[src/rtl/interp_feed_ctrl.sv]
// interp_feed_ctrl: frame-aligned sample feed with priming and underrun/overrun status
// Define FEED_SOFT_MUTE_EN to ramp v_out toward zero on every frame spent in underrun.
module interp_feed_ctrl #(
    parameter int FRAME_LEN   = 8,
    parameter int DEPTH       = 16,
    parameter int PRIME_LEVEL = 4,
    parameter int DATA_W      = 15
) (
    input  logic                       clock,
    input  logic                       reset,
    input  logic                       enable,
    input  logic [DATA_W-1:0]          in_data,
    input  logic                       in_valid,
    output logic                       in_ready,
    output logic [DATA_W-1:0]          v_out,
    output logic                       frame_tick,
    output logic [$clog2(DEPTH):0]     fill_level,
    output logic [1:0]                 state_o,
    output logic                       underrun,
    output logic                       overrun,
    input  logic                       err_clear,
    output logic [15:0]                underrun_cnt
);
    localparam int AW = $clog2(DEPTH);
    localparam int PW = FRAME_LEN > 1 ? $clog2(FRAME_LEN) : 1;

    typedef enum logic [1:0] {IDLE, PRIME, RUN, UNDER} state_t;

    state_t              state, state_nx;
    logic [PW-1:0]       phase;
    logic [AW-1:0]       wr_ptr, rd_ptr;
    logic [AW:0]         count;
    logic [DATA_W-1:0]   mem [DEPTH];
    logic [DATA_W-1:0]   v_ramp;
    logic                full, empty, primed, edge_f, push, pop, starve, mute_step;

    assign full       = count == (AW+1)'(DEPTH);
    assign empty      = count == '0;
    assign primed     = count >= (AW+1)'(PRIME_LEVEL);
    assign edge_f     = phase == PW'(FRAME_LEN-1);
    assign frame_tick = edge_f && !reset;
    assign in_ready   = !full && enable && !reset;
    assign push       = in_valid && in_ready;
    assign fill_level = count;
    assign state_o    = state;

`ifdef FEED_SOFT_MUTE_EN
    logic signed [DATA_W-1:0] v_s;
    assign v_s    = v_out;
    assign v_ramp = (int'(v_s) > -4 && int'(v_s) < 4) ? '0 : v_s - (v_s >>> 2);
`else
    assign v_ramp = v_out;
`endif

    always_ff @(posedge clock) begin
        if (reset) state <= IDLE;
        else state <= state_nx;
    end

    // PRIME and UNDER share the same exit rule: wait for a full prime level at a frame edge.
    always_comb begin
        state_nx = !enable ? IDLE :
                   state == IDLE ? PRIME :
                   !edge_f ? state :
                   state == RUN ? (empty ? UNDER : RUN) :
                   primed ? RUN : state;
    end

    always_comb begin
        pop       = enable && edge_f && (state == RUN ? !empty : (state == PRIME || state == UNDER) && primed);
        starve    = enable && edge_f && empty && (state == RUN || state == UNDER);
        mute_step = enable && edge_f && state == UNDER && !pop;
    end

    always_ff @(posedge clock) begin
        if (reset) phase <= '0;
        else phase <= edge_f ? '0 : phase + 1'b1;
    end

    always_ff @(posedge clock) begin
        if (push) mem[wr_ptr] <= in_data;
    end

    always_ff @(posedge clock) begin
        if (reset || !enable) begin
            wr_ptr <= '0;
            rd_ptr <= '0;
            count  <= '0;
        end else begin
            wr_ptr <= wr_ptr + AW'(push);
            rd_ptr <= rd_ptr + AW'(pop);
            count  <= count + (AW+1)'(push) - (AW+1)'(pop);
        end
    end

    always_ff @(posedge clock) begin
        if (reset || !enable) v_out <= '0;
        else if (pop) v_out <= mem[rd_ptr];
        else if (mute_step) v_out <= v_ramp;
    end

    // A set event in the same cycle as err_clear takes priority over the clear.
    always_ff @(posedge clock) begin
        if (reset) begin
            overrun      <= 1'b0;
            underrun     <= 1'b0;
            underrun_cnt <= '0;
        end else begin
            overrun      <= (in_valid && enable && full) ? 1'b1 : err_clear ? 1'b0 : overrun;
            underrun     <= starve ? 1'b1 : err_clear ? 1'b0 : underrun;
            underrun_cnt <= starve ? (err_clear ? 16'd1 : (&underrun_cnt ? underrun_cnt : underrun_cnt + 16'd1)) :
                            err_clear ? '0 : underrun_cnt;
        end
    end
endmodule
[config.mk]
export PLATFORM = sky130hd
export DESIGN_NAME = interp_feed_ctrl
export DESIGN_NICKNAME = d
export VERILOG_FILES = /design/src/rtl/interp_feed_ctrl.sv
export SDC_FILE = /design/constraint.sdc
export NUM_CORES = 1
export LEC_CHECK = 0
export ABC_CLOCK_PERIOD_IN_PS = 4600
export BUFFER_PORTS_ARGS = -buffer_cell sky130_fd_sc_hd__buf_2
export CAP_MARGIN = 15
export CORE_MARGIN = 2
export CORE_UTILIZATION = 31
export CTS_BUF_LIST = sky130_fd_sc_hd__clkbuf_4 sky130_fd_sc_hd__clkbuf_8
export CTS_CLUSTER_SIZE = 30
export DETAILED_ROUTE_END_ITERATION = 10
export REMOVE_ABC_BUFFERS = 1
export SLEW_MARGIN = 25
export SYNTH_ARGS = -nofsm -noshare
export SYNTH_HDL_FRONTEND = slang
export SYNTH_SLANG_ARGS = --single-unit
[constraint.sdc]
create_clock -name clock -period 4.6 [get_ports clock]
set_input_delay 0.23 -clock clock [delete_from_list [all_inputs] [get_ports clock]]
set_output_delay 0.23 -clock clock [all_outputs]
set_load 0.005 [all_outputs]
======== Word-level counts from Yosys, hierarchy flattened ========
Memory sizes are Yosys's and may differ from the RTL's. A register that Yosys moved wholly into a read port is not among the register bits.
Cells that the tools add are included.
storage, ports and cells
  register bits ........................... 36
  memory bits (writable) .................. 240
  output and inout port bits .............. 42
  word-level logic and storage cells ...... 71
  memories kept ........................... 1
cells by class
  add/sub/neg operators ................... 6
  $lt $le $gt $ge ......................... 1
  equal/unequal tests ..................... 6
  mux-type cells .......................... 15
  bitwise operators ....................... 1
  reduce and logical (&&, ||, !) cells .... 32
memory list
  name  words  bits a word  rd ports  clocked after Yosys merged registers in  wr ports  line  source
  mem   16     15           1         1                                        1         33    logic [DATA_W-1:0] mem [DEPTH];
operators by type and width
  cell                     number
  $mux W16                 4
  $add A16 B1 Y16 const B  1
  $reduce_and A16 Y1       1
  $logic_and A1 B1 Y1      11
  $mux W1                  9
  $add A4 B1 Y4            2
  $reduce_bool A2 Y1       4
  $reduce_and A2 Y1        3
  $add A5 B1 Y5            1
  $eq A5 B5 Y1 const B     1
  $ge A5 B3 Y1 const B     1
  $logic_not A5 Y1         1
  $sub A5 B1 Y5            1
  $eq A2 B2 Y1 const B     2
  $logic_not A1 Y1         4
  $mux W2                  2
  $reduce_or A2 Y1         2
  $add A3 B1 Y3 const B    1
  $eq A3 B3 Y1 const B     1
  $logic_or A1 B1 Y1       3
  $reduce_bool A3 Y1       1
  $reduce_or A3 Y1         1
  $eq A2 B1 Y1 const B     1
  $logic_not A2 Y1         1
  2 further kinds          2

======== Logic depth before layout (Yosys ltp) ========
Gate-level depths: netlist (run 1).
  depth in word-level cells ............... 7
  depth in mapped cells ................... 17
  gate-level depth less buffers ........... 16

======== Worst setup path after synthesis (run 1) ========
OpenSTA, ideal clock, no wires.
  kind .................................... reg2reg
  start point ............................. reg phase[0]
  end point ............................... reg count[4], in the netlist fill_level[4]
  setup time .............................. 0.128 ns
  arrival time ............................ 2.742 ns
  required time ........................... 4.472 ns
  path slack .............................. 1.730 ns
  cell stages (with the launch flop) ...... 18
  clock period less this slack ............ 2.870 ns
  cell sequence ........................... dfxtp_1 ha_1 ha_1 buf_2 nand2_1 o32a_2 inv_2 buf_2 ha_1 inv_1 ha_1 inv_1 fa_1 inv_1 a21oi_1 nor2_1 or3_1 a21oi_1
between the ends
  cells in the longest elaborated chain, start to end .. 4
RTL lines
  element                   line  source
  start: declaration        30    logic [PW-1:0] phase;
  start signal: assignment  77    else phase <= edge_f ? '0 : phase + 1'b1;
  $eq A3 B3 Y1              40    assign edge_f = phase == PW'(FRAME_LEN-1);
  $logic_and A1 B1 Y1       -
  $logic_and A1 B1 Y1       70    pop = enable && edge_f && (state == RUN ? !empty : (state == PRIME || state == UNDER) && primed);
  net pop                   35    logic full, empty, primed, edge_f, push, pop, starve, mute_step;
  $sub A5 B1 Y5             92    count <= count + (AW+1)'(push) - (AW+1)'(pop);
  end signal: assignment    92
  end: declaration          32    logic [AW:0] count;
The timed path passes the listed nets, and every way through them passes these cells.
A chain may end at the register's enable or synchronous reset.

======== Worst setup path in the final report (run 1) ========
  start point ............................. reg phase[0]
  end point ............................... reg count[4], in the netlist fill_level[4]
between the ends
  cells in the longest elaborated chain, start to end .. 4
RTL lines
  element              line
  $eq A3 B3 Y1         40
  $logic_and A1 B1 Y1  -
  $logic_and A1 B1 Y1  70
  $sub A5 B1 Y5        92
Every way passes these cells.

==> metrics.yaml, run 1 <==
status: "completed"
wl_um: 25770
synth-warning-count: 0
dpl-instance-area_sq_mm: 0.01249
syn_area_sq_mm: 0.01157
drtAntennaViolNets: 0
async_flop_share: 0
area_growth_pct: 16.42
path_max_fanout: 17
synth_edf_count: 240
crit_type: "reg -> reg"
dpl.hpwl_um: 15770
maxCapViolCount: 0
grt_pass1_wl_um: 39290
slowest_stage: "o32a_2"
finalSetupViolCount: 0
grt_pass1_vias: 6602
io_pins: 62
switching_share: 0.2082
antenna_found_initial: 0
finalHoldViolCount: 0
combPwrFrac: 0.015
leakage_nw: 4.424
coreArea_sq_mm: 0.03670
cpPeakStageDelay_ns: 0.58
crit_buf_inv: 4
syn_area_per_cell_sq_um: 16.39
io_buffers: 61
synthCells: 706
maxSlewHeadroom: 0.3090
rsz0062_at_grt: "no"
diodes: 0
power.total_mw: 5.110
p_switching_mw: 1.064
fmax_mhz: 296.6
path_cells: "ha_1 > ha_1 > nand2_1 > o32a_2 > inv_2 > ha_1 > inv_1 > ha_1 > inv_1 > fa_1 > inv_1 > a21oi_1 > nor2_1 > or3_1 > a21oi_1"
power.internal_mw: 4.046
dieArea_sq_mm: 0.03888
timing.rr.start: "phase[0]$_SDFF_PP0_"
grt_max_degree: 50
vdd_drop_max_v: 0.0001824
fin_skew_ns: 0.02583
num_vias: 6490
fp.dieW_um: 197.2
hp-start: "reset"
cp-startpoint: "phase[0]$_SDFF_PP0_"
gr-total-overflow: 0
finalSetupTns_ns: 0
grt.total_usage: 0.1341
final_nets: 834
path_clk_slew_ns: 0.06
htreeDepth: 2
clockPowerShare: 0.426
via_per_inst: 4.981
arrival_ns: 3.80
slew_viol_final: 0
min_path_type: "in -> reg"
drt_iter0_drc: 441
rows: 70
cts_tree: "yes"
drc_errors: 0
postSynthRegisterBits: 291
critPathLaunchType: "flip-flop"
clockRootBuffer: "clkbuf_8"
p_seq_frac: 0.559
min_period_ns: 3.371
cts_buffer_depth: 3
worst-slew-pin-transition_ns: 1.035
powerDensity_mw_per_mm2: 379.4
wl_per_cell_um: 19.78
start_util: 0.3153
clk_latency_ns: 0.57
path_common_cell: "ha_1"
die_h_um: 197.2
cts-buffers-inserted: 45
post-route-period-util: 0.7329
first_pass_iters: 5
netlist-cell-type-count: 59
drive_gt1_frac: 0.2862
synth-seq-area-share: 0.7111
cp_top_family: "adder cells"
crit_required_ns: 5.03
cts_resized: 0
place_congestion: 0.7975
cts.sinks: 291
worst_setup_path_end_kind: "flip-flop"
design_area_sq_mm: 0.01347
synth-main-ff-cell: "edfxtp_1"
==> cell families after synthesis <==
family                   synth area share
flip-flops                         0.7111
AND/OR/NAND/NOR                   0.07408
AO/OA/AOI/OAI                     0.06186
multiplexers                       0.1142
buffers and inverters             0.01730
adder cells (fa/ha/maj)           0.01687
XOR/XNOR                         0.004543
==> worst paths after layout <==
path / depth (start not counted) / to / slack, ns
worst max-delay path: 15 / fill_level[4]$_SDFF_PP0_ / 1.23
worst min-delay path: 2 / underrun$_SDFFE_PP0P_ / 0.03
worst min register to register: 1 / phase[0]$_SDFF_PP0_ / 0.43
worst max register to register: 15 / fill_level[4]$_SDFF_PP0_ / 1.23
==> registers in the layout (all words and copies together), names as in the netlist <==
register / cells
state_o: 2
rd_ptr: 4
overrun: 1
wr_ptr: 4
mem: 240
fill_level: 5
v_out: 15
underrun: 1
phase: 3
underrun_cnt: 16
==> Yosys cell counts (6+ instances only) <==
master	number	area (sq um)
mux2_2	23	259.0
dfxtp_1	51	1021
a21oi_1	28	140.1
a21o_1	9	67.56
a221oi_1	12	105.1
clkbuf_1	13	48.80
nand2b_1	8	50.05
buf_2	10	50.05
ha_1	14	175.2
o21ai_0	8	40.04
nor2_1	27	101.4
nor3_1	12	60.06
o22a_1	12	105.1
o31ai_1	6	45.04
mux4_2	36	810.8
edfxtp_1	240	7207
o22ai_1	12	75.07
nand3_1	37	185.2
inv_1	12	45.04
mux2i_1	24	240.2
nand2_1	34	127.6
==> area by class of cell <==
class / count / area, sq um
fillers: 3444 / 23230
flip-flops and latches: 291 / 8232
well taps: 468 / 585.6
repair buffers: 78 / 455.4
inverters: 13 / 48.80
multi-input cells: 370 / 3233
clock buffers: 69 / 837.1
clock inverters: 14 / 77.57
==> layout by cell type, fill, tap and decap left out, types with 14 or more instances in the layout <==
| cell | Yosys | layout |
|---|---|---|
| a21oi_1 | 28 | 28 |
| buf_2 | 10 | 61 |
| clkbuf_4 | 0 | 18 |
| clkbuf_8 | 0 | 51 |
| dfxtp_1 | 51 | 50 |
| edfxtp_1 | 240 | 240 |
| ha_1 | 14 | 14 |
| mux2_2 | 23 | 23 |
| mux2i_1 | 24 | 24 |
| mux4_2 | 36 | 36 |
| nand2_1 | 34 | 34 |
| nand3_1 | 37 | 37 |
| nor2_1 | 27 | 15 |
==> power by group through the flow <==
| stage | clock (mW) | combinational [mW] | sequential (mW) |
|---|---|---|---|
| after detailed placement | 0 | 0.0747 | 2.91 |
| after CTS | 2.23 | 0.0778 | 2.86 |
| after global routing | 2.35 | 0.0860 | 2.86 |
| final | 2.18 | 0.0758 | 2.86 |
| after global placement | 0 | 0.0727 | 2.91 |
| after floorplan | 0 | 0.0233 | 2.91 |
==> through the flow <==
| step | setup slack (ns) | cells | util | hold WS [ns] |
|---|---|---|---|---|
| final | 1.229 | 1303 | 0.3670 | 0.03453 |
| after detailed placement | 1.184 | 1216 | 0.3403 | 0.4192 |
| after global placement | 1.277 | 1216 | 0.3400 | 0.4077 |
| after global routing | 0.9594 | 1303 | 0.3670 | 0.01669 |
| after CTS | 1.180 | 1303 | 0.3663 | 0.004486 |
| after floorplan | 0.4261 | 674 | - | 0.2991 |
==> per-layer routing <==
layer	global-route usage	up-vias	routed length, um
met4	0.04288	0	611
li1	-	2994	-
met2	0.2123	188	11940
met3	0.03295	49	1639
met1	0.1817	3259	11590
met5	0	-	0
==> what timing repair did <==
action,CTS,global route
hold buffers,4,0
setup endpoints to repair,0,0
buffers inserted,0,0
hold endpoints to repair,25,0
(Power assumes the default switching activity.)
==> inputs of run 2 (changes only) <==
- ABC_AREA: unset -> 1
- ABC_CLOCK_PERIOD_IN_PS: 4600 -> 2700
- clock period: 4.6 -> 2.7 ns (I/O delays scaled with it)
==> run 2 against run 1 <==
Effect of this change:
- clock-buffer cell count shrank 5
- maximum frequency grew 37%
- via count grew 42%
- highest routed layer unchanged
- combinational power grew 150%
- critical endpoint unchanged
- sequential share of layout area shrank 6.4 points
- worst hold slack gained 0.35 ns
- final cell count grew 55%
- area after synthesis grew 10%
==> metrics.yaml, run 2 <==
synth_top_family_by_area: "simple AND/OR/NAND/NOR gates"
synth-warning-count: 0  # unchanged
synth_common_cells: "nand2_1 (357), edfxtp_1 (240), inv_1 (178), nor2_1 (175), nand3_1 (149)"
cp_top_family: "adder cells"
setup_ws_ns: 0.2409  # -0.9877 ns
slew_viol_final: 0  # unchanged
syn_area_per_cell_sq_um: 9.567  # -42%
grt_pass1_vias: 8834  # +34%
finalSetupTns_ns: 0  # unchanged
fmax_mhz: 406.7  # +37%
syn_area_sq_mm: 0.01274  # +10%
drc_errors: 0  # unchanged
io_buffers: 61  # unchanged
min_period_ns: 2.459  # -0.9123 ns
synth.largest_area_cell: "edfxtp_1"
rows: 74  # +5.7%
cts.sinks: 291  # unchanged
grt.total_usage: 0.1481  # +0.01397
top_regs: "mem: 240 flops, underrun_cnt: 16 flops, v_out: 15 flops"
fin_cells: 2016  # +55%
diodes: 0  # unchanged
status: "completed"
via_per_inst: 4.569  # -8.3%
cts_tree: "yes"
postSynthRegisterBits: 291  # unchanged
leakage_nw: 6.244  # +41%
multi_input_area_sq_mm: 0.003632  # +12%
synthAdderAreaFrac: 0.01532  # -0.001554
largest_reg_flops: 240  # unchanged
synth-xor-area-share: 0.002062  # -0.002480
maxCapViolCount: 0  # unchanged
async_flop_share: 0  # unchanged
start_util: 0.3128  # -0.002467
final_common_cell: "nand2_1"
design_area_sq_mm: 0.01504  # +12%
maxSlewHeadroom: 0.4522  # +0.1433
power.total_mw: 8.774  # +72%
drtAntennaViolNets: 0  # unchanged
crit_type: "reg -> reg"
first_pass_iters: 6  # +1
grt_max_degree: 85  # +70%
fin_skew_ns: 0.03107  # +0.005239 ns
clockRootBuffer: "clkbuf_8"
path_max_fanout: 4  # -13
mostFrequentLayoutCells: "nand2_1 (357), edfxtp_1 (240), inv_1 (177), nor2_1 (158), nand3_1 (149)"
area_growth_pct: 18.00
powerDensity_mw_per_mm2: 583.5  # +54%
path_cells: "inv_1 > ha_1 > nand3_2 > a21oi_2 > nor2_4 > ha_1 > inv_1 > ha_1 > inv_1 > fa_2 > o31ai_2 > buf_4 > a21oi_1"
cts-buffers-inserted: 46  # +2.2%
crit_buf_inv: 4  # unchanged
worst-slew-pin-transition_ns: 0.8216  # -0.2138 ns
worst_setup_path_end_kind: "flip-flop"
synth-main-ff-cell: "edfxtp_1"
vdd_drop_max_v: 0.0002705  # +48%
synth.top_cell.area_share: 0.5655  # -0.05737
final_nets: 1482  # +78%
num_vias: 9211  # +42%
place_congestion: 0.8316  # +4.3%
dp.cells: 1910  # +57%
rsz0062_at_grt: "no"
largest_register: "mem"
min_path_type: "in -> reg"
post-route-util: 0.3691  # +0.002073
yosys.area_share.simple: 0.2297  # +0.1557
path_clk_slew_ns: 0.06  # about the same
htreeDepth: 2  # unchanged
drt_iter0_drc: 763  # +73%
netlist-cell-type-count: 32  # -46%
wl_um: 31460  # +22%
cts_buffer_depth: 3  # unchanged
seq_area_sq_mm: 0.008234  # about the same
yosys-top-cells-area: "edfxtp_1 (57%), nand2_1 (11%), dfxtp_1 (8.0%)"
whs_ns: 0.3893  # +0.3547 ns
cpPeakStageDelay_ns: 0.36  # -0.22 ns
gr-total-overflow: 0  # unchanged
slowest_stage: "fa_2"
post-route-period-util: 0.9108  # +0.1779
fillers: 4059  # +18%
die_h_um: 206.8  # +4.8%
clk_latency_ns: 0.58  # about the same
finalSetupViolCount: 0  # unchanged
coreArea_sq_mm: 0.04074  # +11%
crit_required_ns: 3.16  # -1.87 ns
wl_per_cell_um: 15.61  # -21%
synth_most_common_cell: "nand2_1"
io_pins: 62  # unchanged
synthCells: 1332  # +89%
synth_edf_count: 240  # unchanged
drive_gt1_frac: 0.1530  # -0.1333
critPathLaunchType: "flip-flop"
dieArea_sq_mm: 0.04275  # +9.9%
synth_compound_area_frac: 0.03328  # -0.02857
synth-seq-area-share: 0.6457  # -0.06549
antenna_found_initial: 0  # unchanged
dpl.hpwl_um: 18980  # +20%
dp_slack_ns: 0.08574  # -1.099 ns
arrival_ns: 2.92  # -0.88 ns
synth_mux_area_frac: 0  # -0.1142
finalHoldViolCount: 0  # unchanged
dpl-instance-area_sq_mm: 0.01391  # +11%
grt_pass1_wl_um: 48930  # +25%
fp.dieW_um: 206.8  # +4.8%
## run 2: cell count changes after synthesis, sizes merged, moves of 24 or more
cell,before,now
nand3,37,150
nor2,28,181
o21ai,10,58
inv,13,179
nand2,34,364
mux2,24,0
mux4,36,0
mux2i,24,0
## run 2: timing repair
| item | CTS | global route |
|---|---|---|
| gates resized for setup | 0 | 3 |
| endpoints found under the hold margin | 242 | 0 |
| endpoints found under the setup margin | 0 | 1 |
| hold buffers | 20 | 0 |
| buffers inserted | 0 | 1 |
## run 2: final cells by class
type	count	share of cell area
clock inverters	21	0.008654
repair buffers	124	0.06091
inverters	182	0.04552
well taps	532	0.04427
clock buffers	64	0.05151
flip-flops and latches	291	0.5476
multi-input cells	802	0.2416
## run 2: cells by family after synthesis
group | after synthesis
buffers and inverters | 239
AO/OA/AOI/OAI | 78
AND/OR/NAND/NOR | 706
XOR/XNOR | 3
adder cells (fa/ha/maj) | 15
flip-flops | 291
## run 2: path summary, 6_finish.rpt
kind / startpoint / to / slack, ns / cells past startpoint
max: fill_level[2]$_SDFF_PP0_ / fill_level[4]$_SDFF_PP0_ / 0.24 / 13
min: in_valid / overrun$_SDFFE_PP0P_ / 0.39 / 4
max reg2reg: fill_level[2]$_SDFF_PP0_ / fill_level[4]$_SDFF_PP0_ / 0.24 / 13
min reg2reg: phase[0]$_SDFF_PP0_ / phase[0]$_SDFF_PP0_ / 0.42 / 1
## run 2: worst min-delay path: stages
cell           delay (ns)
dlygate4sd3_1        0.53
buf_2                0.13
nand2_1              0.05
o21ai_0              0.06
## run 2: routing by layer
layer | vias up | track usage | part of all wire
met4 | 0 | 0.04711 | 0.023
li1 | 4545 | - | -
met2 | 247 | 0.2489 | 0.48
met1 | 4365 | 0.1959 | 0.44
met5 | - | 0 | 0
met3 | 54 | 0.02402 | 0.056
## run 2: where the power goes
part           total [mW]  switching [mW]  leakage, nW  internal (mW)
sequential           4.87         0.00512         2.57           4.86
clock                3.72            1.75        0.485           1.96
combinational       0.188           0.132         3.19         0.0566
total                8.77            1.89         6.24           6.88
